--- src/rtl/stack_calc.sv ---
// rtl/stack_calc.sv - infix integer calculator with operand/operator stacks
// Tokens arrive one at a time; '*' and '/' bind tighter than '+' and '-'.
module stack_calc #(
  parameter int DEPTH = 8
) (
  input  logic        clock,
  input  logic        reset,
  input  logic        in_valid,
  input  logic [31:0] in_data,
  output logic        calc_ready,
  output logic        is_equal,
  output logic [31:0] calc_answer,
  output logic        error
);

  localparam int AW = $clog2(DEPTH + 1);
  localparam int IW = (DEPTH > 1) ? $clog2(DEPTH) : 1;
  localparam logic [AW-1:0] FULL = AW'(DEPTH);
  localparam logic [AW-1:0] ONE  = AW'(1);
  localparam logic [AW-1:0] TWO  = AW'(2);

  typedef enum logic [2:0] {IDLE, PUSH_NUM, REDUCE, PUSH_OP, FINISH, DONE} state_t;

  state_t        state;
  logic [31:0]   num_stk [DEPTH];
  logic [3:0]    op_stk  [DEPTH];
  logic [AW-1:0] num_sp;
  logic [AW-1:0] op_sp;
  logic [31:0]   tok_num;
  logic [3:0]    tok_op;
  logic          tok_skip;

  logic [IW-1:0] num_top_i, num_2nd_i, num_push_i, op_top_i, op_2nd_i, op_push_i, red_idx;
  logic [3:0]    new_op;
  logic          op_valid, need_reduce, more_reduce, reducing, red_err, short_stack;
  logic [31:0]   lhs, rhs, red_val;

  function automatic logic prec(input logic [3:0] code);
    return (code == 4'hC) || (code == 4'hD);
  endfunction

  assign num_top_i  = IW'(num_sp - ONE);
  assign num_2nd_i  = IW'(num_sp - TWO);
  assign num_push_i = IW'(num_sp);
  assign op_top_i   = IW'(op_sp - ONE);
  assign op_2nd_i   = IW'(op_sp - TWO);
  assign op_push_i  = IW'(op_sp);

  always_comb begin
    new_op      = in_data[3:0];
    op_valid    = (new_op >= 4'hA) && (new_op <= 4'hD);
    need_reduce = (op_sp != '0) && (prec(op_stk[op_top_i]) >= prec(new_op));
    // Looks one entry below the top, since the top is being popped this cycle.
    more_reduce = (op_sp >= TWO) && (prec(op_stk[op_2nd_i]) >= prec(tok_op));
    reducing    = (state == REDUCE) || ((state == FINISH) && (op_sp != '0));
    short_stack = (num_sp < TWO);
    lhs         = num_stk[num_2nd_i];
    rhs         = num_stk[num_top_i];
    red_err     = 1'b0;
    red_val     = '0;
    case (op_stk[op_top_i])
      4'hA:    red_val = lhs + rhs;
      4'hB:    red_val = lhs - rhs;
      4'hC:    red_val = lhs * rhs;
      4'hD: begin
        if (rhs == '0) red_err = 1'b1;
        else           red_val = lhs / rhs;
      end
      default: red_val = '0;
    endcase
    // Too few operands: whatever is there is consumed and a single 0 replaces it.
    if (short_stack) begin
      red_val = '0;
      red_err = 1'b1;
    end
    red_idx = short_stack ? '0 : num_2nd_i;
  end

  always_ff @(posedge clock) begin
    if (!reset) begin
      state       <= IDLE;
      num_sp      <= '0;
      op_sp       <= '0;
      tok_num     <= '0;
      tok_op      <= '0;
      tok_skip    <= 1'b0;
      calc_ready  <= 1'b0;
      is_equal    <= 1'b0;
      calc_answer <= '0;
      error       <= 1'b0;
    end else begin
      calc_ready <= 1'b0;
      case (state)
        IDLE: begin
          if (in_valid) begin
            if (!in_data[31]) begin
              tok_num <= {1'b0, in_data[30:0]};
              state   <= PUSH_NUM;
            end else if (new_op == 4'hE) begin
              state <= FINISH;
            end else if (op_valid) begin
              tok_op   <= new_op;
              tok_skip <= 1'b0;
              state    <= need_reduce ? REDUCE : PUSH_OP;
            end else begin
              error    <= 1'b1;
              tok_skip <= 1'b1;
              state    <= PUSH_OP;
            end
          end
        end
        PUSH_NUM: begin
          if (num_sp == FULL) begin
            error <= 1'b1;
          end else begin
            num_stk[num_push_i] <= tok_num;
            num_sp              <= num_sp + ONE;
          end
          calc_ready <= 1'b1;
          state      <= IDLE;
        end
        REDUCE: begin
          if (!more_reduce) state <= PUSH_OP;
        end
        PUSH_OP: begin
          if (!tok_skip) begin
            if (op_sp == FULL) begin
              error <= 1'b1;
            end else begin
              op_stk[op_push_i] <= tok_op;
              op_sp             <= op_sp + ONE;
            end
          end
          calc_ready <= 1'b1;
          state      <= IDLE;
        end
        FINISH: begin
          if (op_sp == '0) begin
            calc_answer <= (num_sp == '0) ? '0 : num_stk[num_top_i];
            calc_ready  <= 1'b1;
            is_equal    <= 1'b1;
            state       <= DONE;
          end
        end
        DONE:    state <= DONE;
        default: state <= IDLE;
      endcase

      if (reducing) begin
        num_stk[red_idx] <= red_val;
        num_sp           <= short_stack ? ONE : num_sp - ONE;
        op_sp            <= op_sp - ONE;
        if (red_err) error <= 1'b1;
      end
    end
  end

endmodule

--- config.mk ---
export PLATFORM = sky130hd
export DESIGN_NAME = stack_calc
export DESIGN_NICKNAME = d
export VERILOG_FILES = /design/src/rtl/stack_calc.sv
export SDC_FILE = /design/constraint.sdc
export NUM_CORES = 2
export LEC_CHECK = 0
export CAP_MARGIN = 40
export CORE_MARGIN = 10
export CORE_UTILIZATION = 40
export CTS_CLUSTER_SIZE = 25
export DETAILED_ROUTE_END_ITERATION = 8
export PLACE_DENSITY = 0.64
export SLEW_MARGIN = 20
export SYNTH_ARGS = -nofsm -noshare
export SYNTH_HDL_FRONTEND = slang
export SYNTH_SLANG_ARGS = --single-unit
--- constraint.sdc ---
create_clock -name clock -period 114.6 [get_ports clock]
set_input_delay 11.46 -clock clock [delete_from_list [all_inputs] [get_ports clock]]
set_output_delay 11.46 -clock clock [all_outputs]
set_load 0.005 [all_outputs]
==> run metrics <==
status=finished, final reports clean; relative slew slack=25.6%; FF+latch count, synth=370; Total Routing Usage GR=28.2%; post-synth cell types=122; Hold Path Stages=2; commonest cells after routing, fill and taps aside=nand2_1 (1,059), nor2_1 (722), ha_1 (698), inv_1 (684), a21oi_1 (449); Vias/cell=6.19; clock latency on the worst-skew pair=0.60 ns; height of the chip=421 µm; Final setup violation count=0; Worst Hold Class=reg -> reg; row count=147; DRT antenna net count=0; ys async rst share=0%; detailed-route via count=61,500; Crit Path Max Fanout=68; pin count of the biggest net entering global routing=69; share of the synthesized area in the top cell type=13.6%; Ys Warns=0; Most used DFF post-synth=edfxtp_1; First-pass DRT Iterations=8; Slew Limit Fails=0; # DRC=0; Die Wd=421 µm; Seq/Total Area, Yosys=16.0%; crit path kind=reg -> reg; core area=160,000 µm²; Synth Area per Inst=8.31 µm²; GRT Residual Overflow=0; Worst setup EP type=register; Clock Tree Buf Depth=3; Top Ports=70; post-CTS setup buffers=0; Crit path top cell by count=ha_1; Tightest Pin Transition=1.12 ns; clock transition at the registers of the reported paths=0.07 ns; total CTS buffers=30; TritonCTS Sinks=370; Synth area leaders=ha_1 (14%), edfxtp_1 (13%), fa_1 (13%); post-DP HPWL=200,000 µm; vias in the first global route=60,000; CTS tree=yes; Cells after Synth=7,746; first-pass GRT wire length=387,000 µm; Routed WL=263,000 µm; routability cong.=1.03; maxcap violations=0; minimum clock period=94.37 ns; crit-path max cell delay=0.88 ns; Worst setup SP type=register; period utilisation layout=82.4%; RSZ-0062 raised after global routing=false; Fin Setup TNS=0 ns; Mapped Area=64,300 µm²; Mapped Nets=8,890; Arr. time, crit path=94.71 ns; Final Hold Viols=0; Worst Reg2Reg Path Length in Cells=350; post-route cell area=69,400 µm²; DR WL/cell=26.5 µm; Initial Utilization=40.2%; share of layout cells above drive strength 1=8.68%; clk_skew=0.0340 ns; Initial DRC Count=6,806; H-tree depth=1; Worst Path Required=114.94 ns; # port buffers=69; full die area=177,000 µm²; Post-synth EDFFs=288; nets=8,890; root buf cell=clkbuf_16; hold buffers post-CTS=0; Placed Area=68,200 µm²; initial antenna violation count=19; FMAX=0.0106 GHz; slowest CP cell=dfxtp_4; commonest non-fill, non-tap cell in the layout=nand2_1; Post-CTS Resized=0; area leader, netlist=ha_1; area grow syn2layout=7.81%
-- area by class of cell --
class,count,area [µm²]
fillers,15900,90800
multi-input cells,6366,50400
flip-flops and latches,370,10300
well taps,2160,2700
inverters,694,2610
repair buffers,284,2340
clock buffers,36,793
clock inverters,19,241
diodes,5,12.5
-- stage by stage --
stage	util (%)	hold slack [ns]	worst slack [ns]	cells
floorplan	-	0.443	34.15	7746
detailed placement	42.6	0.457	21.87	9862
finish	43.3	0.467	20.23	9934
CTS	43.2	0.469	21.47	9917
global route	43.3	0.490	13.83	9929
global placement	42.4	0.446	22.39	9834
-- sequential cells by signal (all words and copies together), names as in the netlist, 3 cells and up --
| register | flops |
|---|---|
| calc_answer | 32 |
| num_sp | 4 |
| tok_num | 31 |
| tok_op | 4 |
| op_sp | 4 |
| op_stk | 32 |
| num_stk | 256 |
| state | 3 |
-- final timing paths --
| check | to | start | slack [ns] |
|---|---|---|---|
| worst max-delay path | num_stk[2][0] | num_sp[1] | 20.23 |
| worst min-delay path | tok_num[5] | tok_num[5] | 0.47 |
| worst max register to register | num_stk[2][0] | num_sp[1] | 20.23 |
| worst min register to register | tok_num[5] | tok_num[5] | 0.47 |
-- worst max-delay path: cells and delay by family (launching register included) --
kind,cells,cell delay (ns)
muxes,11,4.20
adders and majority gates,32,10.80
AOI/OAI and AO/OA,174,44.27
and+or+nand+nor,94,24.53
DFF,1,0.88
buffers and inverters,39,9.05
-- cells by family after synthesis --
family / synth area share, %
AO/OA/AOI/OAI: 17.8
XOR/XNOR: 6.51
adder cells (fa/ha/maj): 26.3
buffers and inverters: 6.16
flip-flops: 16.0
multiplexers: 7.26
AND/OR/NAND/NOR: 19.9
-- Yosys cell counts, types with 53 or more instances --
cell type	n
nand4_1	53
o21ai_0	276
xor2_1	164
clkbuf_1	208
edfxtp_1	288
nor2b_1	106
nand3_1	123
or3_1	64
inv_1	685
xnor2_1	309
fa_1	409
mux4_2	138
a21oi_1	454
nor3_1	249
o21a_1	129
ha_1	700
o31ai_1	58
nand2_1	1062
a21o_1	176
a31oi_1	82
nand2b_1	65
and2_1	89
nor2_1	732
or2_2	56
dfxtp_1	82
mux2_2	93
-- per-layer routing --
metal  track usage (%)  wire length (µm)  up-vias  share of wire [%]
met2              45.0            116000     3307                 44
met5                 0                90        -              0.034
met1              36.0            102000    30000                 39
li1                  -                 -    27300                  -
met4              14.5             16800       12                6.4
met3              5.92             28000      793                 11
Power is not shown: default switching activity piles up to over one toggle a cycle in this logic, so the estimate is an artifact.
